## config.mk

```make
export PLATFORM = sky130hd
export DESIGN_NAME = maze_path_replayer
export DESIGN_NICKNAME = d
export VERILOG_FILES = /design/src/rtl/maze_pkg.sv /design/src/rtl/path_stack_mem.sv /design/src/rtl/maze_path_replayer.sv
export SDC_FILE = /design/constraint.sdc
export NUM_CORES = 1
export LEC_CHECK = 0
export BUFFER_PORTS_ARGS = -buffer_cell sky130_fd_sc_hd__buf_2
export CORE_MARGIN = 2
export CORE_UTILIZATION = 51
export DETAILED_ROUTE_END_ITERATION = 16
export PLACE_DENSITY = 0.78
export REMOVE_ABC_BUFFERS = 1
export SYNTH_ARGS = -nofsm -noshare
export SYNTH_HDL_FRONTEND = slang
export SYNTH_HIERARCHICAL = 1
export SYNTH_SLANG_ARGS = --single-unit
```

## constraint.sdc

```tcl
create_clock -name clk -period 4.02 [get_ports clk]
set_input_delay 1.005 -clock clk [delete_from_list [all_inputs] [get_ports clk]]
set_output_delay 1.005 -clock clk [all_outputs]
set_load 0.03 [all_outputs]
```

## src/rtl/maze_pkg.sv

```systemverilog
// Shared maze definitions: move codes, default coordinate width, replayer state encoding.
package maze_pkg;

    localparam logic [1:0] MV_UP    = 2'b00;
    localparam logic [1:0] MV_RIGHT = 2'b01;
    localparam logic [1:0] MV_LEFT  = 2'b10;
    localparam logic [1:0] MV_DOWN  = 2'b11;

    localparam int MAZE_CW = 4;

    typedef enum logic [2:0] {
        ST_IDLE   = 3'd0,
        ST_RECORD = 3'd1,
        ST_READY  = 3'd2,
        ST_REPLAY = 3'd3,
        ST_DONE   = 3'd4,
        ST_FAILED = 3'd5
    } replay_state_t;

endpackage

```

## src/rtl/path_stack_mem.sv

```systemverilog
// Move storage for the replayer: synchronous write, asynchronous read.
module path_stack_mem #(
    parameter int DEPTH = 256,
    parameter int AW    = 8
) (
    input  logic          clk,
    input  logic          we,
    input  logic [AW-1:0] waddr,
    input  logic [1:0]    wdata,
    input  logic [AW-1:0] raddr,
    output logic [1:0]    rdata
);

    logic [1:0] mem [DEPTH];

    always_ff @(posedge clk) begin
        if (we) mem[waddr] <= wdata;
    end

    assign rdata = mem[raddr];

endmodule

```

## src/rtl/maze_path_replayer.sv

```systemverilog
// Records the solver's committed moves as a stack and replays the surviving path
// from the entrance, one move per cycle with running row/col.
//
// state     | meaning
// ST_IDLE   | after reset, waiting for start
// ST_RECORD | tracking solver push/pop
// ST_READY  | solver succeeded, waiting for run
// ST_REPLAY | emitting stored moves in order
// ST_DONE   | replay finished, run replays again
// ST_FAILED | solver failed, locked until start
module maze_path_replayer
    import maze_pkg::*;
#(
    parameter int DEPTH = 256,
    parameter int AW    = 8,
    parameter int CW    = MAZE_CW
) (
    input  logic          clk,
    input  logic          rst,
    input  logic          start,
    input  logic          push,
    input  logic          pop,
    input  logic [1:0]    move_in,
    input  logic          solved,
    input  logic          fail,
    input  logic          run,
    output logic [1:0]    move_out,
    output logic          move_valid,
    output logic [CW-1:0] row,
    output logic [CW-1:0] col,
    output logic [AW:0]   path_len,
    output logic          replay_done,
    output logic          overflow,
    output logic          locked
);

    localparam logic [AW:0] FULL    = (AW+1)'(DEPTH);
    localparam logic [AW:0] LEN_ONE = (AW+1)'(1);

    replay_state_t state, state_nx;

    logic [AW:0]   sp, sp_nx, idx;
    logic          emit, finish, rep_start, ovf_set;
    logic          mem_we;
    logic [AW-1:0] mem_waddr;
    logic [1:0]    rd_data;
    logic [CW-1:0] row_nx, col_nx;

    path_stack_mem #(.DEPTH(DEPTH), .AW(AW)) u_mem (
        .clk   (clk),
        .we    (mem_we),
        .waddr (mem_waddr),
        .wdata (move_in),
        .raddr (idx[AW-1:0]),
        .rdata (rd_data)
    );

    always_ff @(posedge clk) begin
        if (rst) state <= ST_IDLE;
        else     state <= state_nx;
    end

    always_comb begin
        state_nx = state;
        if (start) begin
            state_nx = ST_RECORD;
        end else begin
            case (state)
                ST_IDLE:   state_nx = ST_IDLE;
                ST_RECORD: begin
                    if (fail)        state_nx = ST_FAILED;
                    else if (solved) state_nx = ST_READY;
                end
                ST_READY,
                ST_DONE:   if (run) state_nx = ST_REPLAY;
                ST_REPLAY: if (idx == sp) state_nx = ST_DONE;
                ST_FAILED: state_nx = ST_FAILED;
                default:   state_nx = ST_IDLE;
            endcase
        end
    end

    always_comb begin
        emit      = 1'b0;
        finish    = 1'b0;
        rep_start = 1'b0;
        ovf_set   = 1'b0;
        mem_we    = 1'b0;
        mem_waddr = sp[AW-1:0];
        sp_nx     = sp;
        if (!start) begin
            case (state)
                ST_RECORD: begin
                    // Simultaneous push/pop replaces the top; on an empty stack it degrades to a push.
                    if (push && pop && sp != '0) begin
                        mem_we    = 1'b1;
                        mem_waddr = sp[AW-1:0] - AW'(1);
                    end else if (push && sp != FULL) begin
                        mem_we = 1'b1;
                        sp_nx  = sp + LEN_ONE;
                    end else if (push) begin
                        ovf_set = 1'b1;
                    end else if (pop && sp != '0) begin
                        sp_nx = sp - LEN_ONE;
                    end
                end
                ST_READY,
                ST_DONE:   rep_start = run;
                ST_REPLAY: begin
                    emit   = (idx != sp);
                    finish = (idx == sp);
                end
                default: ;
            endcase
        end
    end

    always_comb begin
        row_nx = row;
        col_nx = col;
        case (rd_data)
            MV_UP:    row_nx = row - CW'(1);
            MV_RIGHT: col_nx = col + CW'(1);
            MV_LEFT:  col_nx = col - CW'(1);
            default:  row_nx = row + CW'(1);
        endcase
    end

    always_ff @(posedge clk) begin
        if (rst) begin
            sp          <= '0;
            idx         <= '0;
            overflow    <= 1'b0;
            move_out    <= '0;
            move_valid  <= 1'b0;
            row         <= '0;
            col         <= '0;
            replay_done <= 1'b0;
        end else begin
            move_valid  <= emit;
            replay_done <= finish;
            if (start) begin
                sp       <= '0;
                idx      <= '0;
                overflow <= 1'b0;
                row      <= '0;
                col      <= '0;
            end else begin
                sp <= sp_nx;
                if (ovf_set) overflow <= 1'b1;
                if (rep_start) begin
                    idx <= '0;
                    row <= '0;
                    col <= '0;
                end
                if (emit) begin
                    move_out <= rd_data;
                    row      <= row_nx;
                    col      <= col_nx;
                    idx      <= idx + LEN_ONE;
                end
            end
        end
    end

    assign path_len = sp;
    assign locked   = (state == ST_FAILED);

endmodule

```

Word level (Yosys, flattened, before mapping)
Memories as Yosys holds them, arrays and structs flattened. A register that Yosys moved wholly into a read port is not among the register bits.
Index checks and enable logic that the tools add are counted.
Widths: inputs -> output; s select.
- memories kept: 1
- bits in registers: 34
- bits of input ports: 10
- RAM bits: 512
- logic and storage cells: 95
- output and inout port bits: 23
- add/subtract/negate cells: 8
- equality and inequality tests: 19
- bitwise gates (word level): 3
- muxes and demuxes: 36
- reductions and logical operators: 18
- memories (memory ; depth ; width ; rd ports ; clocked after memory_dff ; wr ports ; line ; source):
    u_mem.mem ; 256 ; 2 ; 1 ; 1 ; 1 ; path_stack_mem.sv:14 ; logic [1:0] mem [DEPTH];
- operators by type and width (cell ; number):
    $mux 9 ; 5
    $mux 8 ; 5
    $add 9x1->9 const B ; 2
    $mux 1 ; 16
    $pmux 4 s2 ; 2
    $mux 3 ; 4
    $mux 4 ; 3
    $pmux 3 s4 ; 1
    $eq 9x9->1 ; 1
    $ne 3x3->1 const B ; 3
    $ne 9x9->1 ; 1
    $ne 9x9->1 const B ; 1
    $reduce_bool 9->1 ; 1
    $sub 9x1->9 const B ; 1
    $add 4x1->4 const B ; 2
    $sub 4x1->4 const B ; 2
    $sub 8x1->8 const B ; 1
    $eq 3x2->1 const B ; 2
    $eq 3x3->1 const B ; 2
    $ne 2x2->1 const B ; 3
    $reduce_and 2->1 ; 3
    $reduce_and 3->1 ; 2
    $reduce_or 2->1 ; 3
    $logic_and 1x1->1 ; 4
    11 further kinds ; 14

Depth between registers and ports, before layout
Gate-level depths: netlist of run 1.
- word-level depth: 8
- gate-level depth with buffers: 20
- mapped depth without buffers: 15

Modules after synthesis
The synthesis of run 1 kept the hierarchy.
- modules (own cells, without submodules) (module ; instances ; area an instance (µm²) ; cells an instance ; sequential area each (µm²)):
    path_stack_mem ; 1 ; 21341.7 ; 1240 ; 15374.7
    maze_path_replayer ; 1 ; 2387.3 ; 283 ; 680.7

Worst setup path after synthesis of run 1
No wires, ideal clock.
- path kind: reg2reg
- start: reg idx[0]
- end: reg row[3]
- path slack: 272 ps
- setup time: 128 ps
- data required time: 3892 ps
- stages on the path, launching flop included: 18
- path buffers: 3
- data arrival time: 3620 ps
- clock period less this slack: 3748 ps
- cells stage by stage: dfxtp_1 buf_6 buf_4 buf_4 mux4_2 a22oi_1 nand3_1 a32oi_1 a211oi_2 inv_1 ha_1 ha_1 a21o_1 a21oi_1 xnor2_1 mux2_2 a32oi_1 nor2_1
- word-level cells in the longest chain between the ends: 5
- elaborated cells between the ends (all ways): 7
- those cells by class: 2 x eq/ne; 3 x mux; 2 x reduce/logical
- RTL lines (what ; line ; source):
    start: declaration ; maze_path_replayer.sv:42 ; logic [AW:0] sp, sp_nx, idx;
    start signal: assignment ; maze_path_replayer.sv:160 ; idx <= idx + LEN_ONE;
    $ne 9x9->1 * ; maze_path_replayer.sv:110 ; emit = (idx != sp);
    $mux 1 * ; maze_path_replayer.sv:92 ; case (state)
    $mux 1 * ; maze_path_replayer.sv:91 ; if (!start) begin
    $ne 2x2->1 (no source line) / $reduce_bool 2->1 (equally long branches) ; n/a ;
    $reduce_and 2->1 (no source line) ; n/a ;
    end signal: assignment ; maze_path_replayer.sv:158 ; row <= row_nx;
    end: declaration ; maze_path_replayer.sv:29 ; output logic [CW-1:0] row,
Mark *: on every way between the ends. The rest lies on a longest branch, timed or not.
A chain may end at the register's enable or synchronous reset.

Worst setup path after layout of run 1
- start: reg idx[0]
- end: reg col[3]
- word-level cells in the longest chain between the ends: 5
- elaborated cells between the ends (all ways): 7
- those cells by class: 2 x eq/ne; 3 x mux; 2 x reduce/logical
- RTL lines (what ; line ; source):
    $ne 9x9->1 * ; maze_path_replayer.sv:110 ;
    $mux 1 * ; maze_path_replayer.sv:92 ;
    $mux 1 * ; maze_path_replayer.sv:91 ;
    $ne 3x1->1 (no source line) / $reduce_bool 2->1 (equally long branches) ; n/a ;
    $reduce_and 2->1 (no source line) ; n/a ;
    end signal: assignment ; maze_path_replayer.sv:159 ; col <= col_nx;
    end: declaration ; maze_path_replayer.sv:30 ; output logic [CW-1:0] col,
Marks and branches as above.

==> impl_metrics.csv, run 1 <==
group,metric,value,unit
worst_setup_path,path_buf_inv,4,
sta,hold_viol_final,0,
drt,drt.antenna.violating_nets,0,
synthesis,synth_seq_area_share,0.677,
placed_design,place_hpwl,37.1,mm
drt,drc_errors,0,
pwr,ir_drop,0.000406,V
sta,rsz0062_at_grt,"yes",
floorplan,ioPinCount,33,
floorplan,core-area,46300,um2
cts,cts_sinks,546,
placed_design,place.gp.congestion,0.873,
run_status,outcome,"completed",
run,drv_cap,0,
synthesis,synth_top_cell_by_area,"edfxtp_1",
grt,grt_usage,0.251,
pwr,p_per_area,410,nW/um2
sta,whs,474,ps
sta,slew-limit-headroom,0.437,
grt,grt_pass1_wl,90.0,mm
final_layout,fin_util,0.600,
worst_setup_path,startpoint_type,"flop",
min_path,holdCritPathClass,"reg2reg",
cts,cts_buffers,53,
synthesis,synth_area_per_cell,15.6,um2
synthesis,synth_edf_count,512,
sta,worstMarginPinSlew,844,ps
worst_setup_path,slowest_stage,"mux4_2",
placed_design,io_buffers,32,
worst_setup_path,cp_data_arrival_time,4560,ps
drt,drt_iter0_markers,1896,
drt,postRouteWirelength,61.3,mm
synthesis,synthArstFlopShare,0,
sta,slew_violations,0,
grt,antenna_found_initial,1,
cts,clockRootBuffer,"clkbuf_16",
sta,clock.fmax,0.249,GHz
floorplan,die_w,220,um
drt,drt-wirelength-per-cell,26.2,um
sta,final.period_utilization,0.999,
floorplan,dieArea,48300,um2
worst_setup_path,crit_fanout,8,
final_layout,fin_area,27700,um2
worst_setup_path,critPathRequiredTime,4570,ps
synthesis,synth_cell_types,75,
grt,gr-total-overflow,0,
placed_design,place_area,25400,um2
synthesis,ys_top_cells_by_count,"edfxtp_1, nor2_1, mux4_2",
final_layout,drive_above_1_share,0.261,
grt,grt_pass1_vias,15000,
drt,vias,14800,
synthesis,synth_top_area_frac,0.648,
floorplan,die_y,220,um
synthesis,ys_ff_latch,546,
floorplan,start_util,0.513,
final_layout,area_growth,16.9,%
worst_setup_path,crit_path_end_kind,"flop",
cts,ctsHoldBuffers,0,
final_layout,fill_cells,3230,
final_layout,final_nets,1719,
drt,dr.pass1.iters,5,
synthesis,syn_inst,1523,
synthesis,synth_area,23700,um2
worst_setup_path,critPathMaxStageDelay,490,ps
synthesis,synth.most_common_cell,"edfxtp_1",
sta,finClkSkew,21.5,ps
grt,grt_max_degree,90,
sta,finalSetupViolations,0,
drt,viasPerCell,6.35,
sta,fin_crit,4020,ps
synthesis,yosys_warnings,6,
worst_setup_path,path_class,"reg2reg",
cts,htree_num_levels,2,
worst_setup_path,cpMostUsedCell,"buf_12",
cts,clock_latency,600,ps
cts,clock_path_buffers,3,
final_layout,num_antenna_cells,0,
pwr,leakagePower,8.82,nW
worst_setup_path,crit_family,"compound AO/OA/AOI/OAI gates",
synthesis,synthTopCellsByArea,"edfxtp_1, mux4_2, nor2_1, dfxtp_1, mux2i_1",
floorplan,rows,79,
cts,clkTransAtPathRegs,60,ps
cts,cts_tree,"yes",
worst_setup_path,crit_chain,"buf_12 -> buf_12 -> buf_12 -> mux4_2 -> a22o_1 -> a211oi_2 -> o31ai_2 -> o22ai_2 -> a311oi_2 -> buf_4 -> ha_4 -> ha_4 -> a21o_1 -> a21oi_4 -> xnor2_2 -> or3_4 -> a21oi_2 -> a41o_1",
synthesis,synthFlopType,"edfxtp_1",
==> cell families after synthesis <==
family | Yosys count | share of synthesized area
adders and majority gates | 20 | 0.0115
DFF | 546 | 0.677
buffers and inverters | 120 | 0.0307
AOI/OAI and AO/OA | 166 | 0.0510
and+or+nand+nor | 463 | 0.0865
muxes | 179 | 0.133
xor gates and xnor gates | 29 | 0.0107
==> layout make-up <==
class                   count  area, um2  area share
flip-flops and latches    546      16100       0.579
multi-input cells         857       7260       0.262
repair buffers            211       1900      0.0684
clock inverters            31        284      0.0102
inverters                  20       77.6     0.00280
well taps                 607        759      0.0274
clock buffers              66       1400      0.0503
==> worst paths after layout <==
kind | start | endpoint | slack, ps | cells after the start
max | idx[0]$_SDFFE_PP0P_ | col[3]$_SDFFE_PP0P_ | 4 | 18
min | move_out[1]$_SDFFE_PP0P_ | move_out[1]$_SDFFE_PP0P_ | 470 | 2
max reg2reg | idx[0]$_SDFFE_PP0P_ | col[3]$_SDFFE_PP0P_ | 4 | 18
min reg2reg | move_out[1]$_SDFFE_PP0P_ | move_out[1]$_SDFFE_PP0P_ | 470 | 2
==> metrics by stage <==
step	TNS [ps]	instances	setup slack [ps]	power (mW)
3_3_place_gp	-401	2221	-323	6.58
4_1_cts	0	2325	1.89	11.4
5_1_grt	-109	2338	-74.3	11.6
6_report	0	2338	4.13	11.4
3_5_place_dp	-354	2221	-272	6.59
2_1_floorplan	-89810	1423	-5380	6.45
==> worst reg2reg max path, stage by stage (launching register included) <==
cell and delay (ps):
dfxtp_4 420, buf_12 150, buf_12 150, buf_12 120
mux4_2 490, a22o_1 270, a211oi_2 260, o31ai_2 110
o22ai_2 240, a311oi_2 110, buf_4 180, ha_4 170
ha_4 260, a21o_1 160, a21oi_4 70, xnor2_2 150
or3_4 400, a21oi_2 150, a41o_1 120
==> state kept, by name (all words and copies together), names as in the netlist <==
signal and flops:
state 3, u_mem/mem 512, move_valid 1, col 4
row 4, path_len 9, idx 9, move_out 2
replay_done 1, overflow 1
==> power breakdown <==
part           leakage (nW)  switching [mW]  internal [mW]
combinational          3.13           0.191         0.0716
sequential             4.88          0.0116           6.21
clock                 0.814            2.11           2.78
total                  8.82            2.31           9.06
==> cells in the final DEF (no fill, tap or decap), drive strengths merged, types with 5 or more instances in the layout <==
| cell type | count |
|---|---|
| xnor2 | 14 |
| nor2b | 13 |
| clkinvlp | 6 |
| clkinv | 20 |
| nor2 | 297 |
| o22ai | 9 |
| a31oi | 5 |
| nand4 | 17 |
| o221ai | 17 |
| and2 | 5 |
| mux2i | 68 |
| bufinv | 5 |
| mux4 | 102 |
| a21oi | 35 |
| a221oi | 7 |
| nor3b | 5 |
| ha | 17 |
| o21ai | 25 |
| a22oi | 5 |
| nand2 | 40 |
| a2111oi | 9 |
| clkbuf | 69 |
| nor3 | 9 |
| or3 | 6 |
| o31ai | 9 |
| inv | 20 |
| buf | 208 |
| and3 | 5 |
| a22o | 8 |
| xor2 | 15 |
| dfxtp | 34 |
| mux2 | 9 |
| nand2b | 5 |
| a211oi | 12 |
| nand3 | 42 |
| edfxtp | 512 |
==> repair_timing <==
action,in CTS,in global routing
resized for setup,24,62
setup buffers,5,12
endpoints found under the setup margin,2,4
cloned,2,3
pin swaps,14,33
==> metal layers <==
layer / up-vias / GRT usage / part of all wire
met4: 2 / 0.115 / 0.050
met1: 7435 / 0.324 / 0.36
met3: 211 / 0.0518 / 0.10
met2: 949 / 0.412 / 0.49
li1: 6248 / - / -
met5: - / 0 / 0.00021
(Power assumes the default switching activity.)
==> run 2: changes to the inputs <==
- CELL_PAD_IN_SITES_DETAIL_PLACEMENT: default -> 1
- CELL_PAD_IN_SITES_GLOBAL_PLACEMENT: default -> 1
- CORE_UTILIZATION: 51 -> 49
- PLACE_DENSITY: 0.78 -> 0.85
==> run 2 against run 1 <==
- the flow now finishes with violations (setup timing)
- register-to-register slack worse by 260 ps
- final cell count shrank 0.38%
- count of clock-buffer cells in the layout up 1
- clock power hardly changed
- clock skew is 4.3 ps higher
- maximum frequency is 6.0% lower
- hold slack worse by 11 ps
- core utilization down 2.1 points
- die area up 4.0%
- critical path type unchanged
==> impl_metrics.csv, run 2 (synthesis results as in run 1) <==
group,metric,value,unit
floorplan,dieArea,50200,um2
final_layout,final_nets,1698,
floorplan,die_y,224,um
worst_setup_path,path_class,"reg2reg",
cts,ctsHoldBuffers,0,
run_status,outcome,"finished with violations",
worst_setup_path,crit_chain,"buf_12 -> buf_12 -> buf_6 -> mux2i_1 -> o22ai_1 -> a2111oi_2 -> o21ai_1 -> a31oi_4 -> a211oi_4 -> inv_2 -> ha_4 -> ha_4 -> a21o_1 -> a21oi_2 -> xnor2_2 -> mux2_4 -> a32oi_2 -> nor2_1",
worst_setup_path,path_buf_inv,4,
drt,drc_errors,0,
grt,grt_usage,0.294,
worst_setup_path,crit_fanout,10,
grt,grt_pass1_wl,107,mm
drt,route.met3.wl,7.16,mm
sta,fin_crit,4270,ps
worst_setup_path,slowest_stage,"dfxtp_4",
sta,finClkSkew,25.7,ps
drt,drt.antenna.violating_nets,0,
final_layout,layout_commonest_cell,"edfxtp_1",
final_layout,largest_register,"u_mem/mem",
floorplan,die_w,224,um
cts,clock_path_buffers,3,
worst_setup_path,critPathMaxStageDelay,460,ps
cts,clockRootBuffer,"clkbuf_16",
run_status,violations,"setup timing",
drt,wl_met2,37.6,mm
final_layout,largest_reg_flops,512,
drt,drt_iter0_markers,1999,
drt,postRouteWirelength,76.1,mm
drt,vias,15400,
floorplan,start_util,0.497,
placed_design,place.gp.congestion,0.846,
sta,slew_violations,0,
min_path,holdCritPathClass,"reg2reg",
worst_setup_path,startpoint_type,"flop",
sta,rsz0062_at_grt,"yes",
drt,highest_layer,"met5",
worst_setup_path,crit_path_end_kind,"flop",
pwr,leakagePower,8.74,nW
pwr,p_per_area,413,nW/um2
drt,m1WireLength,26.7,mm
drt,dr.pass1.iters,8,
floorplan,core-area,47700,um2
sta,final.period_utilization,1.06,
floorplan,rows,80,
placed_design,io_buffers,32,
cts,clkTransAtPathRegs,70,ps
run,drv_cap,0,
cts,htree_num_levels,2,
grt,grt_max_degree,127,
sta,worstMarginPinSlew,944,ps
drt,viasPerCell,6.63,
final_layout,layout_common_cells,"edfxtp_1, nor2_1, buf_4, mux4_2, mux2i_1",
drt,drt-wirelength-per-cell,32.7,um
cts,cts_sinks,546,
pwr,ir_drop,0.000341,V
cts,cts_tree,"yes",
worst_setup_path,cp_data_arrival_time,4750,ps
sta,fin_ws,-252,ps
grt,gr-total-overflow,0,
sta,hold_viol_final,0,
final_layout,drive_above_1_share,0.249,
sta,whs,463,ps
cts,clock_latency,620,ps
sta,slew-limit-headroom,0.370,
final_layout,num_antenna_cells,0,
sta,clock.fmax,0.234,GHz
floorplan,ioPinCount,33,
pwr,finalPower,11.4,mW
final_layout,area_growth,16.4,%
worst_setup_path,ff2ff_setup_slack,-250,ps
worst_setup_path,crit_family,"compound AO/OA/AOI/OAI gates",
grt,grt_pass1_vias,16200,
sta,finalSetupViolations,6,
cts,cts_buffers,54,
placed_design,place_hpwl,45.3,mm
grt,antenna_found_initial,1,
placed_design,pre_cts_slack,-434,ps
worst_setup_path,critPathRequiredTime,4500,ps
run 2: final cells by class:
| type | instances | area [um2] |
|---|---|---|
| clock buffer | 67 | 1400 |
| clock inverter | 35 | 256 |
| fill | 4301 | 20100 |
| inverter | 20 | 75.1 |
| multi-input combinational | 857 | 7350 |
| sequential | 546 | 16100 |
| tap | 615 | 769 |
| timing repair buffer | 189 | 1700 |
run 2: path summary, 6_finish.rpt:
path,startpoint,to,cells after the start
setup reg to reg,idx[0]$_SDFFE_PP0P_,row[3]$_SDFFE_PP0P_,18
setup / recovery,idx[0]$_SDFFE_PP0P_,row[3]$_SDFFE_PP0P_,18
hold reg to reg,move_out[1]$_SDFFE_PP0P_,move_out[1]$_SDFFE_PP0P_,2
hold / removal,move_out[1]$_SDFFE_PP0P_,move_out[1]$_SDFFE_PP0P_,2
run 2: layer usage:
layer / up-vias / track usage
met1: 7930 / 0.350
li1: 6204 / -
met4: 2 / 0.147
met3: 315 / 0.0679
met5: - / 0
met2: 980 / 0.505
run 2: through the flow:
stage	util	instance area (um2)	setup TNS (ps)	cells
after floorplan	-	23100	-89810	1423
after global placement	0.530	25300	-405	2212
after detailed placement	0.530	25300	-1940	2212
after CTS	0.573	27300	-90.8	2321
after global routing	0.578	27600	-12570	2329
final	0.578	27600	-886	2329
run 2: tightest hold or removal path, delay by kind of cell (launching register included):
family / cells / cell delay, ps
flops: 1 / 310
simple gates: 1 / 50
compound gates: 1 / 60
run 2: repair_timing:
item / in CTS / in global routing
pin swaps: 19 / 23
gates resized for setup: 53 / 50
setup buffers: 6 / 9
endpoints found under the setup margin: 7 / 44
cloned: 2 / 2
run 2: where the power goes:
group	internal, mW	total (mW)	switching (mW)	leakage [nW]
Combinational	0.0732	0.287	0.213	3.06
Clock	2.67	4.89	2.22	0.805
Sequential	6.21	6.22	0.0115	4.88
==> run 3: changes to the inputs <==
- ABC_AREA: default -> 1
- CORE_ASPECT_RATIO: default -> 0.7
- CORE_UTILIZATION: 49 -> 45
- PLACE_DENSITY: 0.85 -> 0.84
==> run 3 against run 2 <==
- sequential share of layout area increased by 0.76 points
- the flow now finishes without violations
- critical endpoint unchanged
- count of clock-buffer cells in the layout up 1
- largest cell class unchanged
- area after synthesis up 3.8%
- hold slack better by 40 ps
- final cell count up 38%
- critical path type unchanged
==> impl_metrics.csv, run 3 <==
group,metric,value,unit
floorplan,die_y,200,um
worst_setup_path,cpMostUsedCell,"nand3_1",
final_layout,fill_cells,5973,
drt,drc_errors,0,
synthesis,synth_top_area_frac,0.624,
cts,cts_tree,"yes",
min_path,holdCritPathClass,"reg2reg",
synthesis,synth_area,24600,um2
final_layout,multi_input_area,7320,um2
final_layout,area_growth,10.7,%
final_layout,layout_commonest_cell,"nand2_1",
worst_setup_path,slowest_stage,"dfxtp_4",
grt,antenna_found_initial,2,
grt,grt_max_degree,117,
worst_setup_path,r2r_cells,21,
synthesis,ys_top_cells_by_count,"nand2_1, nand3_1, edfxtp_1",
synthesis,synthArstFlopShare,0,
sta,slew_violations,0,
synthesis,synth_cell_types,36,
worst_setup_path,path_class,"reg2reg",
synthesis,syn_inst,2434,
floorplan,start_util,0.457,
worst_setup_path,cp_data_arrival_time,4320,ps
synthesis,synth_top_cell_by_area,"edfxtp_1",
min_path,holdPathStages,2,
sta,hold_viol_final,0,
drt,drt-wirelength-per-cell,23.4,um
cts,clock_latency,600,ps
worst_setup_path,ff2ff_setup_slack,190,ps
sta,finalSetupViolations,0,
floorplan,ioPinCount,33,
synthesis,ys_ff_latch,546,
sta,slew-limit-headroom,0.464,
worst_setup_path,critPathMaxStageDelay,390,ps
pwr,p_per_area,427,nW/um2
grt,gr-total-overflow,0,
cts,htree_num_levels,2,
drt,drt_iter0_markers,1943,
final_layout,final_nets,2459,
grt,grt_usage,0.263,
cts,clockRootBuffer,"clkbuf_16",
grt,grt_pass1_vias,19500,
synthesis,synth_area_per_cell,10.1,um2
drt,postRouteWirelength,75.1,mm
final_layout,drive_above_1_share,0.0793,
drt,drt.antenna.violating_nets,0,
synthesis,synth_edf_count,512,
final_layout,seqCellArea,16100,um2
floorplan,die_w,284,um
sta,fin_crit,3830,ps
final_layout,largest_reg_flops,512,
cts,clock_path_buffers,3,
final_layout,layout_common_cells,"nand2_1, nand3_1, edfxtp_1, nor2_1, inv_1",
pwr,leakagePower,9.61,nW
run_status,outcome,"completed",
placed_design,place.gp.congestion,0.892,
cts,clkTransAtPathRegs,60,ps
placed_design,io_buffers,32,
final_layout,fin_area,27300,um2
worst_setup_path,startpoint_type,"flop",
cts,cts_sinks,546,
run,drv_cap,0,
worst_setup_path,crit_chain,"inv_6 -> buf_16 -> nand2_1 -> nand3_1 -> nand3_1 -> nand3_1 -> nand3_1 -> nand2_1 -> nand2_1 -> nand3_1 -> nand3_1 -> nand2_1 -> inv_1 -> ha_1 -> ha_1 -> a21oi_1 -> nand2_1 -> xor2_1 -> nor2_1 -> a21oi_1 -> nor2_1",
synthesis,synthTopCellsByArea,"edfxtp_1, nand3_1, nand2_1, nor2_1, dfxtp_1",
sta,rsz0062_at_grt,"no",
drt,vias,18700,
placed_design,place_hpwl,46.2,mm
synthesis,synthFlopType,"edfxtp_1",
sta,worstMarginPinSlew,803,ps
sta,finClkSkew,32.5,ps
placed_design,place_area,25500,um2
drt,dr.pass1.iters,5,
grt,grt_pass1_wl,114,mm
final_layout,fin_util,0.505,
sta,final.period_utilization,0.952,
worst_setup_path,crit_fanout,61,
floorplan,dieArea,56600,um2
cts,ctsHoldBuffers,0,
synthesis,yosys_warnings,6,
floorplan,core-area,53900,um2
sta,clock.fmax,0.261,GHz
cts,cts_buffers,52,
worst_setup_path,crit_path_end_kind,"flop",
synthesis,synth_seq_area_share,0.652,
synthesis,synth.most_common_cell,"nand2_1",
pwr,ir_drop,0.000321,V
drt,viasPerCell,5.84,
floorplan,rows,71,
worst_setup_path,critPathRequiredTime,4510,ps
final_layout,largest_register,"u_mem/mem",
[run 3: cell types whose count changed after synthesis, moves of 42 or more]
| cell | before | now |
|---|---|---|
| nand2_1 | 40 | 668 |
| nand3_1 | 42 | 526 |
| mux4_2 | 82 | 0 |
| inv_1 | 18 | 88 |
| mux2i_1 | 68 | 0 |
| buf_2 | 13 | 55 |
[run 3: worst paths after layout]
check / start / end
min: overflow$_SDFFE_PP0P_ / overflow$_SDFFE_PP0P_
min reg2reg: overflow$_SDFFE_PP0P_ / overflow$_SDFFE_PP0P_
max: idx[0]$_SDFFE_PP0P_ / row[3]$_SDFFE_PP0P_
max reg2reg: idx[0]$_SDFFE_PP0P_ / row[3]$_SDFFE_PP0P_
[run 3: kinds of logic after synthesis]
logic type | share of synthesized area
AND/OR/NAND/NOR | 0.268
AO/OA/AOI/OAI | 0.0111
adder cells (fa/ha/maj) | 0.0111
buffers and inverters | 0.0507
XOR/XNOR | 0.00676
flip-flops | 0.652
[run 3: repair_timing]
item | in CTS | in global routing
resized for setup | 0 | 5
buffers inserted | 0 | 0
setup endpoints to repair | 0 | 2
[run 3: layout make-up]
cell class	instances	area share
diodes	2	0.000184
clock buffers	68	0.0515
clock inverters	28	0.0119
inverters	97	0.0136
multi-input cells	1643	0.269
flip-flops and latches	546	0.589
well taps	730	0.0335
repair buffers	89	0.0313
[run 3: report_power, final]
group          switching, mW  internal (mW)
registers            0.00917           6.21
logic                  0.281         0.0782
clock network           2.15           2.91
[run 3: worst max-delay path: cells and delay by family, from the launching register on]
kind	cells	cell delay (ps)
flops	1	390
fa+ha+maj	2	600
buf+inv	3	620
xor+xnor	1	130
simple gates	13	1570
compound gates	2	340
[run 3: per-stage QoR]
| step | hold slack [ps] | power [mW] | setup WS (ps) | setup TNS, ps | instances |
|---|---|---|---|---|---|
| after global placement | 476 | 6.68 | 384 | 0 | 3105 |
| after global routing | 517 | 11.9 | 1.48 | 0 | 3201 |
| after detailed placement | 462 | 6.69 | 211 | 0 | 3105 |
| final | 503 | 11.6 | 193 | 0 | 3203 |
| after CTS | 497 | 11.7 | 289 | 0 | 3201 |
| after floorplan | 494 | 6.51 | -5280 | -71620 | 2286 |
[run 3: routing by layer]
metal	global-route usage	wire length [um]	up-vias
met3	0.0571	7180	165
met4	0.0805	2110	2
li1	-	-	8299
met5	0	13	-
met2	0.435	35000	792
met1	0.352	30700	9436
